File: config.mk
export PLATFORM = sky130hd
export DESIGN_NAME = snn_image_sequencer
export DESIGN_NICKNAME = d
export VERILOG_FILES = /design/src/rtl/snn_pkg.sv /design/src/rtl/snn_image_sequencer.sv
export SDC_FILE = /design/constraint.sdc
export NUM_CORES = 1
export LEC_CHECK = 0
export CORE_UTILIZATION = 54
export CTS_CLUSTER_DIAMETER = 100
export CTS_CLUSTER_SIZE = 20
export DETAILED_ROUTE_END_ITERATION = 10
export GPL_TIMING_DRIVEN = 0
export PLACE_DENSITY = 0.81
export SKIP_LAST_GASP = 1
export SLEW_MARGIN = 30
export SYNTH_ARGS = -nofsm -noshare
export SYNTH_HDL_FRONTEND = slang
export SYNTH_SLANG_ARGS = --single-unit
File: constraint.sdc
create_clock -name clk -period 4.4 [get_ports clk]
set_input_delay 0.66 -clock clk [delete_from_list [all_inputs] [get_ports clk]]
set_output_delay 0.66 -clock clk [all_outputs]
set_load 0.02 [all_outputs]
File: src/rtl/snn_pkg.sv
// Shared definitions for the SNN presentation sequencer: mode encodings,
// sequencer states and default widths.
package snn_pkg;

    localparam logic [1:0] MODE_TRAIN    = 2'b01;
    localparam logic [1:0] MODE_TEST     = 2'b10;
    localparam logic [1:0] MODE_CLASSIFY = 2'b11;

    localparam int DEF_N           = 8;
    localparam int DEF_IMG_W       = 16;
    localparam int DEF_TU_W        = 16;
    localparam int DEF_DEC_TIMEOUT = 64;

    typedef enum logic [2:0] {
        IDLE,
        LOAD,
        STEP,
        WAIT_STEP,
        DECIDE
    } seq_state_t;

    // Mode 00 has no meaning of its own and runs as training.
    function automatic logic [1:0] norm_mode(input logic [1:0] m);
        return (m == MODE_TEST || m == MODE_CLASSIFY) ? m : MODE_TRAIN;
    endfunction

endpackage

File: src/rtl/snn_image_sequencer.sv
// Sequences one SNN presentation run: load each image, step the core through
// num_tu time units, then wait (with a watchdog) for the decision block.
module snn_image_sequencer
    import snn_pkg::*;
#(
    parameter int N           = DEF_N,
    parameter int IMG_W       = DEF_IMG_W,
    parameter int TU_W        = DEF_TU_W,
    parameter int DEC_TIMEOUT = DEF_DEC_TIMEOUT
) (
    input  logic             clk,
    input  logic             rst,
    input  logic             start,
    input  logic             abort,
    input  logic [1:0]       mode,
    input  logic [IMG_W-1:0] num_images,
    input  logic [TU_W-1:0]  num_tu,
    output logic             img_req,
    output logic [IMG_W-1:0] img_addr,
    input  logic             img_ack,
    input  logic [7:0]       label_in,
    output logic             step_go,
    input  logic             step_done,
    input  logic             valid_deciding,
    output logic             coring,
    output logic             TU_incre,
    output logic             done_core_img,
    output logic             deciding,
    output logic [1:0]       train_test_classify,
    output logic [7:0]       test_label,
    output logic             busy,
    output logic             run_done,
    output logic             timeout_err,
    output logic [IMG_W-1:0] img_count
);

    localparam int WD_W = (DEC_TIMEOUT > 1) ? $clog2(DEC_TIMEOUT) : 1;
    localparam logic [WD_W-1:0] WD_LAST = WD_W'(DEC_TIMEOUT - 1);

    // The neuron count only sizes the shared datapath; nothing here uses it.
    if (N < 1) begin : g_n_invalid
    end

    seq_state_t       state_reg, state_next;
    logic [TU_W-1:0]  num_tu_reg, tu_cnt_reg;
    logic [IMG_W-1:0] num_images_reg, img_addr_reg, img_count_reg;
    logic [WD_W-1:0]  wd_cnt_reg;
    logic [1:0]       mode_reg;
    logic [7:0]       label_reg;
    logic             img_req_reg, step_go_reg, coring_reg, tu_incre_reg;
    logic             done_img_reg, deciding_reg, busy_reg, run_done_reg, timeout_reg;

    logic start_ok, last_tu, last_img, wd_expired, dec_exit;

    assign start_ok   = start && (num_images != '0) && (num_tu != '0);
    assign last_tu    = (tu_cnt_reg == num_tu_reg - TU_W'(1));
    assign last_img   = (img_addr_reg == num_images_reg - IMG_W'(1));
    assign wd_expired = (wd_cnt_reg == WD_LAST);
    assign dec_exit   = valid_deciding || wd_expired;

    always_ff @(posedge clk) begin
        if (rst) state_reg <= IDLE;
        else     state_reg <= state_next;
    end

    always_comb begin
        state_next = state_reg;
        if (abort) begin
            state_next = IDLE;
        end else begin
            case (state_reg)
                IDLE:      if (start_ok) state_next = LOAD;
                LOAD:      if (img_ack) state_next = STEP;
                STEP:      state_next = WAIT_STEP;
                WAIT_STEP: if (step_done) state_next = last_tu ? DECIDE : STEP;
                DECIDE:    if (dec_exit) state_next = last_img ? IDLE : LOAD;
                default:   state_next = IDLE;
            endcase
        end
    end

    // Registered outputs and datapath counters, decoded from the current state.
    always_ff @(posedge clk) begin
        if (rst) begin
            num_tu_reg     <= '0;
            num_images_reg <= '0;
            tu_cnt_reg     <= '0;
            img_addr_reg   <= '0;
            img_count_reg  <= '0;
            wd_cnt_reg     <= '0;
            mode_reg       <= '0;
            label_reg      <= '0;
            img_req_reg    <= 1'b0;
            step_go_reg    <= 1'b0;
            coring_reg     <= 1'b0;
            tu_incre_reg   <= 1'b0;
            done_img_reg   <= 1'b0;
            deciding_reg   <= 1'b0;
            busy_reg       <= 1'b0;
            run_done_reg   <= 1'b0;
            timeout_reg    <= 1'b0;
        end else begin
            step_go_reg  <= 1'b0;
            tu_incre_reg <= 1'b0;
            done_img_reg <= 1'b0;
            run_done_reg <= 1'b0;
            busy_reg     <= (state_next != IDLE);
            if (abort) begin
                img_req_reg  <= 1'b0;
                coring_reg   <= 1'b0;
                deciding_reg <= 1'b0;
            end else begin
                case (state_reg)
                    IDLE: if (start_ok) begin
                        mode_reg       <= norm_mode(mode);
                        num_images_reg <= num_images;
                        num_tu_reg     <= num_tu;
                        img_addr_reg   <= '0;
                        img_count_reg  <= '0;
                        timeout_reg    <= 1'b0;
                        img_req_reg    <= 1'b1;
                    end
                    LOAD: if (img_ack) begin
                        label_reg   <= label_in;
                        img_req_reg <= 1'b0;
                        tu_cnt_reg  <= '0;
                    end
                    STEP: begin
                        step_go_reg <= 1'b1;
                        coring_reg  <= 1'b1;
                    end
                    WAIT_STEP: if (step_done) begin
                        tu_incre_reg <= 1'b1;
                        if (last_tu) begin
                            done_img_reg <= 1'b1;
                            deciding_reg <= 1'b1;
                            wd_cnt_reg   <= '0;
                        end else begin
                            tu_cnt_reg <= tu_cnt_reg + TU_W'(1);
                        end
                    end
                    DECIDE: if (dec_exit) begin
                        deciding_reg  <= 1'b0;
                        coring_reg    <= 1'b0;
                        img_count_reg <= img_count_reg + IMG_W'(1);
                        if (!valid_deciding) timeout_reg <= 1'b1;
                        if (last_img) begin
                            run_done_reg <= 1'b1;
                        end else begin
                            img_addr_reg <= img_addr_reg + IMG_W'(1);
                            img_req_reg  <= 1'b1;
                        end
                    end else begin
                        wd_cnt_reg <= wd_cnt_reg + WD_W'(1);
                    end
                    default: ;
                endcase
            end
        end
    end

    assign img_req             = img_req_reg;
    assign img_addr            = img_addr_reg;
    assign step_go             = step_go_reg;
    assign coring              = coring_reg;
    assign TU_incre            = tu_incre_reg;
    assign done_core_img       = done_img_reg;
    assign deciding            = deciding_reg;
    assign train_test_classify = mode_reg;
    assign test_label          = label_reg;
    assign busy                = busy_reg;
    assign run_done            = run_done_reg;
    assign timeout_err         = timeout_reg;
    assign img_count           = img_count_reg;

endmodule

### After elaboration in Yosys (flattened, before gate mapping)

Cells that the tools add are included.

| cells by class | value |
|---|---|
| equal/unequal tests | 18 |
| add/sub/neg operators | 6 |
| bitwise gates (word level) | 5 |
| reduce and logical (&&, ||, !) cells | 27 |
| multiplexer cells | 41 |

Operators with widths:

| cell | count |
|---|---|
| $mux W16 | 7 |
| $pmux W16 S2 | 3 |
| $add A16 B1 Y16 const B | 3 |
| $eq A16 B16 Y1 | 2 |
| $reduce_bool A16 Y1 | 2 |
| $sub A16 B1 Y16 const B | 2 |
| $reduce_and A5 Y1 | 5 |
| $mux W3 | 6 |
| $mux W6 | 3 |
| $ne A2 B2 Y1 const B | 9 |
| $mux W1 | 15 |
| $pmux W3 S5 | 1 |
| $pmux W6 S2 | 1 |
| $reduce_and A4 Y1 | 2 |
| $reduce_bool A2 Y1 | 4 |
| $reduce_or A4 Y1 | 2 |
| $add A6 B1 Y6 const B | 1 |
| $eq A3 B2 Y1 const B | 2 |
| $eq A6 B6 Y1 const B | 1 |
| $pmux W1 S2 | 3 |
| $reduce_and A3 Y1 | 2 |
| $reduce_bool A3 Y1 | 2 |
| $not A1 Y1 | 5 |
| $eq A2 B2 Y1 const B | 2 |
| other kinds (10) | 12 |

| word-level totals | value |
|---|---|
| bits of input ports | 49 |
| bits in registers | 108 |
| logic and storage cells | 115 |

### Logic depth before layout (Yosys ltp)

| depth | value |
|---|---|
| depth in word-level cells | 7 |
| depth in mapped cells | 13 |

### Worst setup path before layout

OpenSTA, ideal clock, no wires.

| timing | value |
|---|---|
| path kind | reg2reg |
| start point | reg num_tu_reg[0] |
| end point | reg busy_reg (netlist: busy) |
| buffers on the path | 1 |
| period minus slack after synthesis | 3113 ps |
| slack | 1287 ps |
| arrival time | 2986 ps |
| cell stages (with the launch flop) | 12 |
| cells stage by stage | dfxtp_1 > inv_1 > ha_1 > or4b_1 > buf_2 > or4_1 > xnor2_1 > a2111oi_2 > and4b_1 > a31o_2 > a211oi_1 > or3_1 |

| between the ends | value |
|---|---|
| cells in the longest elaborated chain, start to end | 7 |

RTL lines:

| what | RTL line | source |
|---|---|---|
| start, declared | snn_image_sequencer.sv:45 | `logic [TU_W-1:0] num_tu_reg, tu_cnt_reg;` |
| start signal, assigned | snn_image_sequencer.sv:117 | `num_tu_reg <= num_tu;` |
| $sub A16 B1 Y16 | snn_image_sequencer.sv:56 | `assign last_tu = (tu_cnt_reg == num_tu_reg - TU_W'(1));` |
| $eq A16 B16 Y1 | snn_image_sequencer.sv:56 |  |
| $mux W3 (2 in a row) | snn_image_sequencer.sv:75 | `WAIT_STEP: if (step_done) state_next = last_tu ? DECIDE : STEP;` |
| $pmux W3 S5 | snn_image_sequencer.sv:71 | `case (state_reg)` |
| $mux W3 | snn_image_sequencer.sv:68 | `if (abort) begin` |
| $reduce_bool A3 Y1 | snn_image_sequencer.sv:107 | `busy_reg <= (state_next != IDLE);` |
| end signal, assigned | snn_image_sequencer.sv:107 |  |
| end, declared | snn_image_sequencer.sv:51 | `logic done_img_reg, deciding_reg, busy_reg, run_done_reg, timeout_reg;` |

No other way between the ends.
A chain may end at the register's enable or synchronous reset.

### Worst setup path after layout

| timing | value |
|---|---|
| start point | reg num_images_reg[0] |
| end point | reg img_req_reg (netlist: img_req) |

| between the ends | value |
|---|---|
| cells in the longest elaborated chain, start to end | 4 |

RTL lines:

| what | RTL line | source |
|---|---|---|
| start, declared | snn_image_sequencer.sv:46 | `logic [IMG_W-1:0] num_images_reg, img_addr_reg, img_count_reg;` |
| start signal, assigned | snn_image_sequencer.sv:116 | `num_images_reg <= num_images;` |
| $sub A16 B1 Y16 | snn_image_sequencer.sv:57 | `assign last_img = (img_addr_reg == num_images_reg - IMG_W'(1));` |
| $eq A16 B16 Y1 | snn_image_sequencer.sv:57 |  |
| $ne A2 B2 Y1 (no line) | n/a |  |
| $reduce_and A5 Y1 (no line) | n/a |  |
| end signal, assigned | snn_image_sequencer.sv:93 | `img_req_reg <= 1'b0;` |
| end signal, assigned | snn_image_sequencer.sv:109 | `img_req_reg <= 1'b0;` |
| end signal, assigned | snn_image_sequencer.sv:121 | `img_req_reg <= 1'b1;` |
| end, declared | snn_image_sequencer.sv:50 | `logic img_req_reg, step_go_reg, coring_reg, tu_incre_reg;` |

No other way between the ends.

==> run summary <==
The flow ran to the end, and the final reports show no timing, DRC or antenna violations. The number of clock sinks is 108. The worst hold path begins at deciding.

The maximum fanout encountered on the critical timing path was 10. The global placement routability congestion is 0.861, and the die span in y is 106 µm. The dominant synthesized flop cell is sky130_fd_sc_hd__dfxtp_1.

TritonCTS built the clock tree. The tools report the worst-case hold path end point as deciding. The final-stage net count is 870, and the overall fraction of global-route tracks in use is 29.7%. Clock latency on the worst-skew pair, taken at its later pin, is 380 ps.

The register area share after synthesis is 37.3%. For the total leakage power, the log shows 2.49 nW. The cell sitting at the root of the clock tree is a sky130_fd_sc_hd__clkbuf_8. The first global-routing pass estimated 26400 µm of wire.

Counting the fill cells in the layout gives 879. The total routed wirelength is 16200 µm, and the count of buffers from port buffering is 99. The net switching power figure came out at 0.535 mW. The remaining number of nets flagged by the antenna check after routing is 0, and the via count of the first global-routing pass is 5526. STA puts the critical path data required time at 4690 ps.

The switching power as a share of total power is 27.2%. The run gives 0 as the final count of negative-setup-slack endpoints. The number of enable-type register cells in the synthesized netlist is 0.

Capture instance of the worst register-to-register path: img_req. Clock-pin slew was measured on the worst setup and hold paths at 100 ps. The proportion of register bits with asynchronous set or reset after synthesis was 0%; the final routed wire length divided by cell count was 16.9 µm. The Yosys warning count was 0; the internal power summed over all cells was 1.43 mW. The logs give 0 for the final-report max-slew violation count and 0 for the count of hold-fix buffers inserted at cts. In the final timing run, aggregate negative setup slack is 0 ps.

Total of cells resized after clock tree synthesis: 0. Width of the die: 106 µm. For this configuration, the core starts out at a cell density of 56.0%.

For the placement row count, the log shows 37. The floorplan step defined a die boundary enclosing 11200 µm². Entering global routing, the biggest net connects 17 pins.

Across the VDD grid, the largest voltage drop is 0.263 mV. 100 I/O pins were placed. For this run, design rule violations remaining after detail routing come to 0. Yosys mapped the design onto 64 distinct sky130hd cell types.

The region available for standard cell placement spans 10400 µm². The sort of element at the end of the critical path is a register. Synthesis produced a netlist with a net count of 760. The power density over the cells works out to 274 nW/µm².

The maximum clock insertion buffer count is 2. The cell area that synthesis handed to floorplanning was 5800 µm². The final critical path takes up 82.3% of the cycle.

Data on the critical path arrives at its endpoint at 3910 ps. Registers are responsible for 52.0% of the overall power. After global routing the overflow that remains totals 0. Synthesis produced a netlist whose cell count is 705. The clock share of power is 31.0%, and the via count of the routed design is 5707.

STA classifies the critical path startpoint as a register. Yosys attributes the largest share of cell area to sky130_fd_sc_hd__dfxtp_1 37%, sky130_fd_sc_hd__mux2i_1 6.6%, sky130_fd_sc_hd__nor2_1 5.3%, sky130_fd_sc_hd__a21oi_1 4.1%, sky130_fd_sc_hd__xnor2_1 3.9%. The library cell with the highest instance count after synthesis was sky130_fd_sc_hd__dfxtp_1.

The final worst clock skew came out at 11.1 ps. The tightest min-delay check is of the register to register type. Buffers added to address setup during post-CTS repair amount to 0. The first detailed-routing pass ran for 6 iterations. The share of the synthesized area in the top cell type is 37.3%.

The number of buffers inserted during clock tree synthesis was 9; the number of maximum-capacitance constraint violations was 0. For the pin with the worst max-slew slack, the measured transition is 891 ps. Post-synthesis cell type with the largest combined area: sky130_fd_sc_hd__dfxtp_1. The clock period minus worst slack works out to 3620 ps.

The worst setup path is of the register to register kind. Averaged over all synthesized cells, the footprint is 8.23 µm². The instance count along the most critical hold path was 2. The worst register-to-register path begins at num_images_reg[0]. The half-perimeter wire length after placement is 12300 µm, and the relative max-transition margin is 40.5%.

The number of register bits inferred by synthesis works out to 108. In this run, the number of DRC markers left after iteration 0 of detailed routing was 336. Setup repair after global routing left no endpoint under its margin.

The worst register-to-register path has a depth of 11. The level count of the clock H-tree is 3, and the post-layout utilization of the core is 69.0%. The run gives 0 as the number of inserted diodes. The tools report the combinational fraction of design power as 17.0%. In this run the register-to-register setup slack is 780 ps. The share of final-layout standard cells stronger than drive strength 1 is 4.88%. Timing would allow up to 0.276 GHz.

The number of antenna violations at the first check in global routing is 0. Final-report hold violation count: 0. From synthesis to final layout, the design area changed by 23.3%.

Sorting the synthesized cells by how often they occur yields 108 x sky130_fd_sc_hd__dfxtp_1, 82 x sky130_fd_sc_hd__nor2_1, 56 x sky130_fd_sc_hd__nand2_1, 47 x sky130_fd_sc_hd__a21oi_1, 38 x sky130_fd_sc_hd__mux2i_1. After detailed routing, the number of vias per cell comes to 5.98.
[metrics by stage]
step / hold WS (ps) / power, mW / setup WS (ps) / area (µm²) / cells
final: 477 / 1.96 / 777 / 7160 / 955
after detailed placement: 464 / 1.37 / 518 / 6960 / 940
after global placement: 448 / 1.36 / 623 / 6960 / 940
after floorplan: 460 / 1.25 / 1290 / 5800 / 705
after CTS: 479 / 1.97 / 807 / 7160 / 955
after global routing: 494 / 2.05 / 481 / 7160 / 955
[routing by layer]
layer  vias to the layer above  part of all wire [%]  wire length (µm)  global-route usage [%]
met2                       168                    47              7630                    49.4
met3                        38                   5.2               848                    5.50
li1                       2788                     -                 -                       -
met4                         0                   3.0               478                    13.9
met5                         -                     0                 0                       0
met1                      2713                    45              7220                    36.9
[critical path, stage by stage, from the launching register on]
cell and delay, ps:
sky130_fd_sc_hd__dfxtp_1 370, sky130_fd_sc_hd__inv_1 80, sky130_fd_sc_hd__ha_1 230, sky130_fd_sc_hd__nor3b_1 750
sky130_fd_sc_hd__nand2_1 160, sky130_fd_sc_hd__mux2i_1 180, sky130_fd_sc_hd__or4_1 530, sky130_fd_sc_hd__nand4bb_2 310
sky130_fd_sc_hd__nor2_1 310, sky130_fd_sc_hd__buf_2 290, sky130_fd_sc_hd__nor3_1 90, sky130_fd_sc_hd__o211a_1 210
[power groups by stage]
stage | registers (mW) | logic, mW | clock network (mW)
2_1_floorplan | 1.04 | 0.212 | 0
4_1_cts | 1.02 | 0.332 | 0.622
3_5_place_dp | 1.04 | 0.330 | 0
6_report | 1.02 | 0.334 | 0.610
3_3_place_gp | 1.04 | 0.323 | 0
5_1_grt | 1.02 | 0.365 | 0.662
[layout make-up]
type | instances | area (µm²) | area share, %
Clock inverter | 4 | 50.0 | 0.699
Clock buffer | 11 | 141 | 1.98
Sequential cell | 108 | 2160 | 30.2
Inverter | 19 | 71.3 | 0.997
Timing Repair Buffer | 99 | 991 | 13.8
Multi-Input combinational cell | 545 | 3440 | 48.1
Buffer | 33 | 131 | 1.84
Tap cell | 136 | 170 | 2.38
[worst max-delay path by stage]
stage,start,depth (start not counted),to
2_1_floorplan,num_tu_reg[0],11,busy
3_3_place_gp,num_tu[15],9,num_tu_reg[12]
3_5_place_dp,num_tu[15],9,num_tu_reg[10]
4_1_cts,num_tu_reg[0],12,tu_cnt_reg[11]
5_1_grt,num_images_reg[0],11,img_addr[0]
6_report,num_images_reg[0],11,img_req
[logic make-up after synthesis]
logic type | after synthesis | share of synthesized area (%)
flip-flops | 108 | 37.3
AO/OA/AOI/OAI | 142 | 15.5
buffers and inverters | 52 | 3.49
multiplexers | 38 | 6.55
adder cells (fa/ha/maj) | 6 | 1.29
XOR/XNOR | 49 | 7.52
AND/OR/NAND/NOR | 310 | 28.4
[layout by cell type, fill, tap and decap left out, types with 22 or more instances in the layout]
cell / instances
sky130_fd_sc_hd__nand2_1: 56
sky130_fd_sc_hd__xnor2_1: 26
sky130_fd_sc_hd__clkbuf_1: 25
sky130_fd_sc_hd__nor2_1: 82
sky130_fd_sc_hd__xor2_1: 22
sky130_fd_sc_hd__dfxtp_1: 108
sky130_fd_sc_hd__a21oi_1: 47
sky130_fd_sc_hd__nand3_1: 24
sky130_fd_sc_hd__mux2i_1: 38
sky130_fd_sc_hd__or3_1: 31
sky130_fd_sc_hd__clkdlybuf4s50_1: 99
sky130_fd_sc_hd__o21ai_0: 37
(Power assumes the default switching activity.)
